File: config.mk
export PLATFORM = sky130hd
export DESIGN_NAME = freq_bcd_conv_flat
export DESIGN_NICKNAME = d
export VERILOG_FILES = /design/src/rtl/freq_bcd_conv_if.sv /design/src/rtl/freq_bcd_conv.sv /design/src/flat_wrapper.sv
export SDC_FILE = /design/constraint.sdc
export NUM_CORES = 1
export LEC_CHECK = 0
export ABC_AREA = 1
export BUFFER_PORTS_ARGS = -buffer_cell sky130_fd_sc_hd__buf_4
export CORE_MARGIN = 2
export CORE_UTILIZATION = 53
export DETAILED_ROUTE_END_ITERATION = 8
export PLACE_DENSITY = 0.74
export SKIP_LAST_GASP = 1
export SLEW_MARGIN = 25
export SYNTH_ARGS = -nofsm -noshare
export SYNTH_HDL_FRONTEND = slang
export SYNTH_SLANG_ARGS = --single-unit
File: constraint.sdc
create_clock -name sys_clk -period 1.63 [get_ports sys_clk]
set_input_delay 0 -clock sys_clk [delete_from_list [all_inputs] [get_ports sys_clk]]
set_output_delay 0 -clock sys_clk [all_outputs]
set_load 0.03 [all_outputs]
File: src/rtl/freq_bcd_conv_if.sv
// Handshake and result bundle between the frequency calculator, the BCD
// converter and the display driver.
interface freq_bcd_conv_if #(
   parameter int DATA_W = 20,
   parameter int DIGITS = 6
);
   logic [DATA_W-1:0]   data_in;
   logic                data_valid;
   logic [4*DIGITS-1:0] bcd_out;
   logic [DIGITS-1:0]   blank;
   logic                bcd_valid;
   logic                busy;
   logic                sat_flag;
   logic                overrun;

   modport master (
      output data_in, data_valid,
      input  bcd_out, blank, bcd_valid, busy, sat_flag, overrun
   );

   modport slave (
      input  data_in, data_valid,
      output bcd_out, blank, bcd_valid, busy, sat_flag, overrun
   );
endinterface

File: src/rtl/freq_bcd_conv.sv
// Sequential binary-to-BCD converter: saturates the frequency to the display
// range and runs double-dabble one bit per clock, with a leading-zero mask.
module freq_bcd_conv #(
   parameter int DATA_W  = 20,
   parameter int DIGITS  = 6,
   parameter int MAX_VAL = 999_999
) (
   input  logic           sys_clk,
   input  logic           sys_rst_n,
   freq_bcd_conv_if.slave bus
);

   localparam int CNT_W = (DATA_W > 1) ? $clog2(DATA_W) : 1;
   localparam logic [DATA_W-1:0]   MAX_V      = DATA_W'(MAX_VAL);
   localparam logic [CNT_W-1:0]    LAST_CNT   = CNT_W'(DATA_W - 1);
   localparam logic [DIGITS-1:0]   BLANK_RST  = {{(DIGITS-1){1'b1}}, 1'b0};

   typedef enum logic [0:0] {
      ST_IDLE  = 1'b0,
      ST_SHIFT = 1'b1
   } state_t;

   state_t                state_r;
   state_t                state_nxt_s;
   logic [CNT_W-1:0]      cnt_r;
   logic [DATA_W-1:0]     bin_r;
   logic [4*DIGITS-1:0]   scratch_r;
   logic [4*DIGITS-1:0]   bcd_out_r;
   logic [DIGITS-1:0]     blank_r;
   logic                  bcd_valid_r;
   logic                  busy_r;
   logic                  sat_flag_r;
   logic                  overrun_r;

   logic                  accept_s;
   logic                  shift_s;
   logic                  done_s;
   logic                  overrun_s;
   logic                  over_s;
   logic [DATA_W-1:0]     sat_val_s;
   logic [4*DIGITS-1:0]   fixed_s;
   logic [4*DIGITS+DATA_W-1:0] shifted_s;

   // Add-3 correction: any digit >= 5 gets +3 so the next shift carries correctly.
   function automatic logic [4*DIGITS-1:0] dabble_fix(input logic [4*DIGITS-1:0] s);
      logic [4*DIGITS-1:0] r;
      r = s;
      for (int i = 0; i < DIGITS; i++) begin
         if (s[4*i +: 4] >= 4'd5) begin
            r[4*i +: 4] = s[4*i +: 4] + 4'd3;
         end else begin
            r[4*i +: 4] = s[4*i +: 4];
         end
      end
      return r;
   endfunction

   // Digit i (i >= 1) is blanked when it and every higher digit are zero.
   function automatic logic [DIGITS-1:0] blank_of(input logic [4*DIGITS-1:0] d);
      logic [DIGITS-1:0] r;
      logic              zero_run;
      r        = '0;
      zero_run = 1'b1;
      for (int i = DIGITS - 1; i >= 1; i--) begin
         zero_run = zero_run & (d[4*i +: 4] == 4'd0);
         r[i]     = zero_run;
      end
      return r;
   endfunction

   assign over_s    = (bus.data_in > MAX_V);
   assign sat_val_s = over_s ? MAX_V : bus.data_in;
   assign fixed_s   = dabble_fix(scratch_r);
   assign shifted_s = {fixed_s, bin_r} << 1;

   // State register.
   always_ff @(posedge sys_clk) begin
      if (!sys_rst_n) begin
         state_r <= ST_IDLE;
      end else begin
         state_r <= state_nxt_s;
      end
   end

   // Next-state and per-cycle control strobes.
   always_comb begin
      state_nxt_s = state_r;
      accept_s    = 1'b0;
      shift_s     = 1'b0;
      done_s      = 1'b0;
      overrun_s   = 1'b0;
      case (state_r)
         ST_IDLE: begin
            if (bus.data_valid) begin
               accept_s    = 1'b1;
               state_nxt_s = ST_SHIFT;
            end else begin
               state_nxt_s = ST_IDLE;
            end
         end
         ST_SHIFT: begin
            shift_s   = 1'b1;
            overrun_s = bus.data_valid;
            if (cnt_r == LAST_CNT) begin
               done_s      = 1'b1;
               state_nxt_s = ST_IDLE;
            end else begin
               state_nxt_s = ST_SHIFT;
            end
         end
         default: begin
            state_nxt_s = ST_IDLE;
         end
      endcase
   end

   // Conversion datapath and registered outputs.
   always_ff @(posedge sys_clk) begin
      if (!sys_rst_n) begin
         cnt_r       <= '0;
         bin_r       <= '0;
         scratch_r   <= '0;
         bcd_out_r   <= '0;
         blank_r     <= BLANK_RST;
         bcd_valid_r <= 1'b0;
         busy_r      <= 1'b0;
         sat_flag_r  <= 1'b0;
         overrun_r   <= 1'b0;
      end else begin
         bcd_valid_r <= done_s;
         overrun_r   <= overrun_s;
         if (accept_s) begin
            bin_r      <= sat_val_s;
            scratch_r  <= '0;
            cnt_r      <= '0;
            sat_flag_r <= over_s;
            busy_r     <= 1'b1;
         end else if (shift_s) begin
            scratch_r <= shifted_s[4*DIGITS+DATA_W-1:DATA_W];
            bin_r     <= shifted_s[DATA_W-1:0];
            cnt_r     <= cnt_r + CNT_W'(1);
            if (done_s) begin
               bcd_out_r <= shifted_s[4*DIGITS+DATA_W-1:DATA_W];
               blank_r   <= blank_of(shifted_s[4*DIGITS+DATA_W-1:DATA_W]);
               busy_r    <= 1'b0;
            end
         end
      end
   end

   assign bus.bcd_out   = bcd_out_r;
   assign bus.blank     = blank_r;
   assign bus.bcd_valid = bcd_valid_r;
   assign bus.busy      = busy_r;
   assign bus.sat_flag  = sat_flag_r;
   assign bus.overrun   = overrun_r;

endmodule
File: src/flat_wrapper.sv
// flat-port wrapper written by rule: the top's interface ports become plain ports
module freq_bcd_conv_flat 
#(
   parameter int DATA_W  = 20,
   parameter int DIGITS  = 6,
   parameter int MAX_VAL = 999_999
)
  (sys_clk, sys_rst_n, bus_data_in, bus_data_valid, bus_bcd_out, bus_blank, bus_bcd_valid, bus_busy, bus_sat_flag, bus_overrun);
  freq_bcd_conv_if #(.DATA_W(DATA_W), .DIGITS(DIGITS)) bus_i ();
  input  logic sys_clk;
  input  logic sys_rst_n;
  input wire logic [$bits(bus_i.data_in)-1:0] bus_data_in;
  input wire logic [$bits(bus_i.data_valid)-1:0] bus_data_valid;
  output wire logic [$bits(bus_i.bcd_out)-1:0] bus_bcd_out;
  output wire logic [$bits(bus_i.blank)-1:0] bus_blank;
  output wire logic [$bits(bus_i.bcd_valid)-1:0] bus_bcd_valid;
  output wire logic [$bits(bus_i.busy)-1:0] bus_busy;
  output wire logic [$bits(bus_i.sat_flag)-1:0] bus_sat_flag;
  output wire logic [$bits(bus_i.overrun)-1:0] bus_overrun;
  assign bus_i.data_in = bus_data_in;
  assign bus_i.data_valid = bus_data_valid;
  assign bus_bcd_out = bus_i.bcd_out;
  assign bus_blank = bus_i.blank;
  assign bus_bcd_valid = bus_i.bcd_valid;
  assign bus_busy = bus_i.busy;
  assign bus_sat_flag = bus_i.sat_flag;
  assign bus_overrun = bus_i.overrun;
  freq_bcd_conv #(.DATA_W(DATA_W), .DIGITS(DIGITS), .MAX_VAL(MAX_VAL)) u_core (.sys_clk(sys_clk), .sys_rst_n(sys_rst_n), .bus(bus_i));
endmodule
Word level (Yosys, flattened, before mapping)
Cells that the tools add are included.
{"block": "word_totals", "ff_bits": 83, "output_inout_bits": 34, "elab_cells": 62, "latchBits": 0, "romBits": 0, "memories": 0, "ram_bits": 0, "in_bits": 23}
{"block": "op_classes", "add_sub_neg": 7, "n_reduce_logical": 11, "muxes": 19, "shift": 0, "magnitude_cmp": 7, "div": 0, "n_eq_ne": 1, "multipliers": 0, "bitwise": 7}
{"cell": "two-way mux 20 bit", "count": 3}
{"cell": "greater-or-equal comparator 4 x 3 -> 1 bit, second input constant", "count": 6}
{"cell": "adder 4 x 2 -> 4 bit, second input constant", "count": 5}
{"cell": "> comparator 20 bit, second input constant", "count": 1}
{"cell": "logical NOT 4 bit", "count": 5}
{"cell": "two-way mux 4 bit", "count": 5}
{"cell": "two-way mux 1 bit", "count": 9}
{"cell": "adder 5 x 1 -> 5 bit, second input constant", "count": 1}
{"cell": "equality test 5 bit, second input constant", "count": 1}
{"cell": "AND 1 bit", "count": 4}
{"cell": "AND reduction 2 bit", "count": 2}
{"cell": "nonzero test 2 bit", "count": 2}
{"cell": "adder 3 x 2 -> 3 bit, second input constant", "count": 1}
{"cell": "two-way mux 3 bit", "count": 1}
{"cell": "NOT 1 bit", "count": 3}
{"cell": "AND reduction 3 bit", "count": 1}
{"cell": "case mux 1 bit (2 select lines)", "count": 1}
{"cell": "OR reduction 2 bit", "count": 1}

Depth between registers and ports, before layout
{"block": "depth", "word_depth": 7, "depth_mapped": 13, "mapped_depth_nobuf": 13}

Worst setup path before layout
Ideal clock, no wire load.
{"block": "synth_path", "path_type": "register to register", "from": "register u_core.scratch_r[0]", "to": "register u_core.blank_r[1], in the netlist u_core.bus.blank[1]", "path_stages_with_launch": 9, "setup_ns": 0.115, "synth_period_minus_slack_ns": 1.468, "n_path_buf": 0, "arrival_ns": 1.353, "t_required_ns": 1.515, "path_slack_ns": 0.162, "path_cell_list": "dfxtp_1 > inv_1 > ha_1 > o21ai_0 > o21ai_0 > nand2_1 > nor2_1 > nand3_1 > nand2_1"}
{"block": "synth_via", "elab_chain_len": 4, "word_cells_on_any_way": 5, "classes_between": "add/sub (1); order compare (1); mux (1); bitwise (1); reduce/logical (1)"}
{"item": "start: declaration", "line_no": "freq_bcd_conv.sv:27", "rtl": "logic [4*DIGITS-1:0] scratch_r;"}
{"item": "start signal: assignment", "line_no": "freq_bcd_conv.sv:139", "rtl": "scratch_r <= shifted_s[4*DIGITS+DATA_W-1:DATA_W];"}
{"item": "adder 4 x 2 -> 4 bit / greater-or-equal comparator 4 x 3 -> 1 bit (equally long branches)", "line_no": "freq_bcd_conv.sv:50, freq_bcd_conv.sv:49"}
{"item": "two-way mux 4 bit *", "line_no": "freq_bcd_conv.sv:49", "rtl": "if (s[4*i +: 4] >= 4'd5) begin"}
{"item": "logical NOT 4 bit *", "line_no": "freq_bcd_conv.sv:65", "rtl": "zero_run = zero_run & (d[4*i +: 4] == 4'd0);"}
{"item": "AND 1 bit *", "line_no": "freq_bcd_conv.sv:65"}
{"item": "end signal: assignment", "line_no": "freq_bcd_conv.sv:144", "rtl": "blank_r <= blank_of(shifted_s[4*DIGITS+DATA_W-1:DATA_W]);"}
{"item": "end: declaration", "line_no": "freq_bcd_conv.sv:29", "rtl": "logic [DIGITS-1:0] blank_r;"}
Every way passes the cells marked *; elsewhere a longest branch is shown, timed or not.
A chain may end at the register's enable or synchronous reset.

Worst setup path after layout
{"block": "layout_path", "from": "register u_core.scratch_r[14]", "to": "register u_core.blank_r[4], in the netlist u_core.bus.blank[4]"}
The elaborated chain is that of the path after synthesis.

==> results.md <==
* Status: complete, no violations
* Clock Tree Buf Depth at 2
* Avg Vias per Cell at 5.38
* Internal Power at 3420 uW
* Die area at 0.00793 sq mm
* Post-synth top cells: 112 x nand2_1, 83 x dfxtp_1, 71 x inv_1
* Pre-Repair DR Iteration Count at 5
* Sw Pwr at 1220 uW
* Clock share of power at 38.3%
* Peak fanout along the critical path at 4
* Logic pwr share at 15.3%
* Power per cell area at 919 mW/mm^2
* CTS Buf Count at 9
* GRT Util Overall at 25.6%
* Metal3 WL at 539 microns
* Post-route DRC violation count at 0
* Worst skew pair latency at 360 ps
* Number of clock sinks at 83
* HP Start: bus_data_in[9]
* P&R area growth vs syn at 31.7%
* Switching share of power at 26.3%
* Storage cell area at 0.00168 sq mm
* Layout cells sized above 1 at 28.0%
* Final setup violating endpoints at 0
* Antenna-violating nets left at 0
* Vias in the first global route at 3497
* Routed length on met2 at 5050 microns
* Setup CP Type: flip-flop to flip-flop
* Final Hold Violating Endpoints at 0
* Final hold slack at 15.0 ps
* Seq pwr share at 46.4%
* Final wirelength at 10000 microns
* Flops & latches, synth at 83
* HP Class: input pin to flip-flop
* Die width at 89.1 microns
* Max Slew Vio Count at 0
* FFs w/ async S/R, synth at 0%
* CP Launch Type: flip-flop
* Nets at 638
* TritonCTS clock tree: yes
* Maximum clock rate at 623 MHz
* EDFF count, synth at 0
* I/O Buffers at 55
* Detailed Place HPWL at 6660 microns
* RSZ-0062 raised after global routing: yes
* RePlAce Congestion at 0.815
* Area leader, netlist: dfxtp_1
* FP Rows at 31
* Mapped Nets at 551
* Seq/Total Area, Yosys at 43.3%
* Synth warnings at 0
* Max VDD drop at 0.479 mV
* Cells after synthesis at 515
* Syn_area_per_cell at 7.45 sq um
* Largest net degree at the start of global routing at 24
* Global route total overflow at 0
* Core Box Area at 0.00714 sq mm
* Most frequent cell after synthesis: nand2_1
* Critical Path Start: u_core.scratch_r[14]
* Clock root buffer: clkbuf_8
* Wirelength per Cell at 14.2 microns
* Max Used Layer: met4
* Fillers at 598
* Fin crit share at 98.5%
* Primary FF master, synth: dfxtp_1
* Worst setup EP type: flip-flop
* Die height at 89.1 microns
* Vias at 3796
* Iteration-0 DRC Markers at 175
* Critical R2R Launch: u_core.scratch_r[14]
* Synth cell types at 38
* Starting Density at 53.7%
* Data required time of the worst path at 1920 ps
* Multi-input gate area at 0.00194 sq mm
* Pleak at 0.00236 uW
* Syn Std Cell Area at 0.00383 sq mm
* Top post-synthesis cells by area: dfxtp_1 43%, nand2_1 11%, inv_1 6.9%
* H-tree Lvls at 3
* Wl on met1 at 4150 microns
* Final Skew at 6.75 ps
* Fin crit period at 1610 ps
* ANT cells at 0
* First-pass GRT wire length at 15700 microns
* Reg clk slew, reported paths at 90 ps
* Top-area cell type share of the netlist area at 43.3%
* Top-level port count at 57
* Initial antenna violation count at 0
* TNS Setup at 0 ps
* Worst EP arrival at 1890 ps
* Max-cap violations at 0
registers in the layout, indices dropped and copies added, names as in the netlist:
signal / flops
u_core.bin_r: 20
u_core.bus.bcd_out: 24
u_core.bus.bcd_valid: 1
u_core.bus.blank: 5
u_core.bus.busy: 1
u_core.bus.overrun: 1
u_core.bus.sat_flag: 1
u_core.cnt_r: 5
u_core.scratch_r: 24
u_core.state_r: 1
power by group through the flow:
stage | clock network [uW] | registers (uW) | logic [uW]
3_3_place_gp | 0 | 2190 | 538
3_5_place_dp | 0 | 2190 | 556
5_1_grt | 1890 | 2160 | 782
2_1_floorplan | 0 | 2180 | 372
4_1_cts | 1790 | 2150 | 627
6_report | 1780 | 2150 | 708
through the flow:
step	instance area [sq um]	setup slack, ps	power (uW)	instances	util, %
after detailed placement	4410	-17.3	2750	667	61.8
after floorplan	3830	162	2560	515	-
final	5050	24.5	4640	706	70.8
after CTS	4880	0.864	4560	703	68.4
after global placement	4410	90.2	2730	667	61.8
after global routing	5050	-52.3	4830	706	70.8
cell type report:
class | instances | share of cell area, %
clock buffers | 9 | 2.45
clock inverters | 7 | 2.30
inverters | 75 | 5.62
multi-input cells | 335 | 38.3
flip-flops and latches | 83 | 33.2
well taps | 99 | 2.45
repair buffers | 98 | 15.6
cells by family after synthesis:
family                   Yosys count  share of synthesized area (%)
other                              1                         0.0978
XOR/XNOR                           4                          0.913
AND/OR/NAND/NOR                  191                           21.9
AO/OA/AOI/OAI                    126                           19.0
adder cells (fa/ha/maj)           13                           4.24
flip-flops                        83                           43.3
buffers and inverters             97                           10.5
worst paths after layout:
| check | end | slack, ps | cells past startpoint |
|---|---|---|---|
| worst max-delay path | u_core.bus.blank[4] | 20 | 7 |
| worst max register to register | u_core.bus.blank[4] | 20 | 7 |
| worst min register to register | u_core.bus.bcd_out[21] | 460 | 2 |
| worst min-delay path | u_core.bin_r[9] | 10 | 5 |
routing by layer:
| metal | up-vias | track usage (%) |
|---|---|---|
| met5 | - | 0 |
| met1 | 1786 | 30.5 |
| met4 | 0 | 10.9 |
| met3 | 23 | 4.89 |
| met2 | 126 | 45.0 |
| li1 | 1861 | - |
placed cells by master, fill, tap and decap left out, types with 3 or more instances in the layout:
cell type and n:
nand2_1 97, buf_4 81, dfxtp_1 74, inv_1 61, o21ai_0 38, a21oi_1 36, nor2_1 28, nand2_2 16
dlygate4sd3_1 16, inv_2 13, o21ai_1 12, nand3_1 11, o211ai_1 10, nand3_2 9, a22oi_1 9, clkbuf_8 9
a22o_1 8, ha_1 8, nand4_1 7, dfxtp_2 7, nor2_2 5, nor3_1 5, o21ai_2 4, nand3b_1 4
nor2_4 3, ha_2 3, bufinv_16 3
critical path: stages (launching register included):
cell and delay [ps]:
dfxtp_1 380, inv_1 90, o21ai_0 390, nand3_1 170, nor2_2 130, nand2_2 90
buf_4 140, a21oi_1 140
repair_timing:
| item | 4_1_cts | 5_1_grt |
|---|---|---|
| pin swaps | 6 | 13 |
| hold buffers | 16 | 0 |
| hold endpoints to repair | 17 | 0 |
| resized for setup | 16 | 54 |
| endpoints found under the setup margin | 3 | 14 |
| gates cloned | 0 | 0 |
| setup buffers | 4 | 3 |
(Power assumes the default switching activity.)
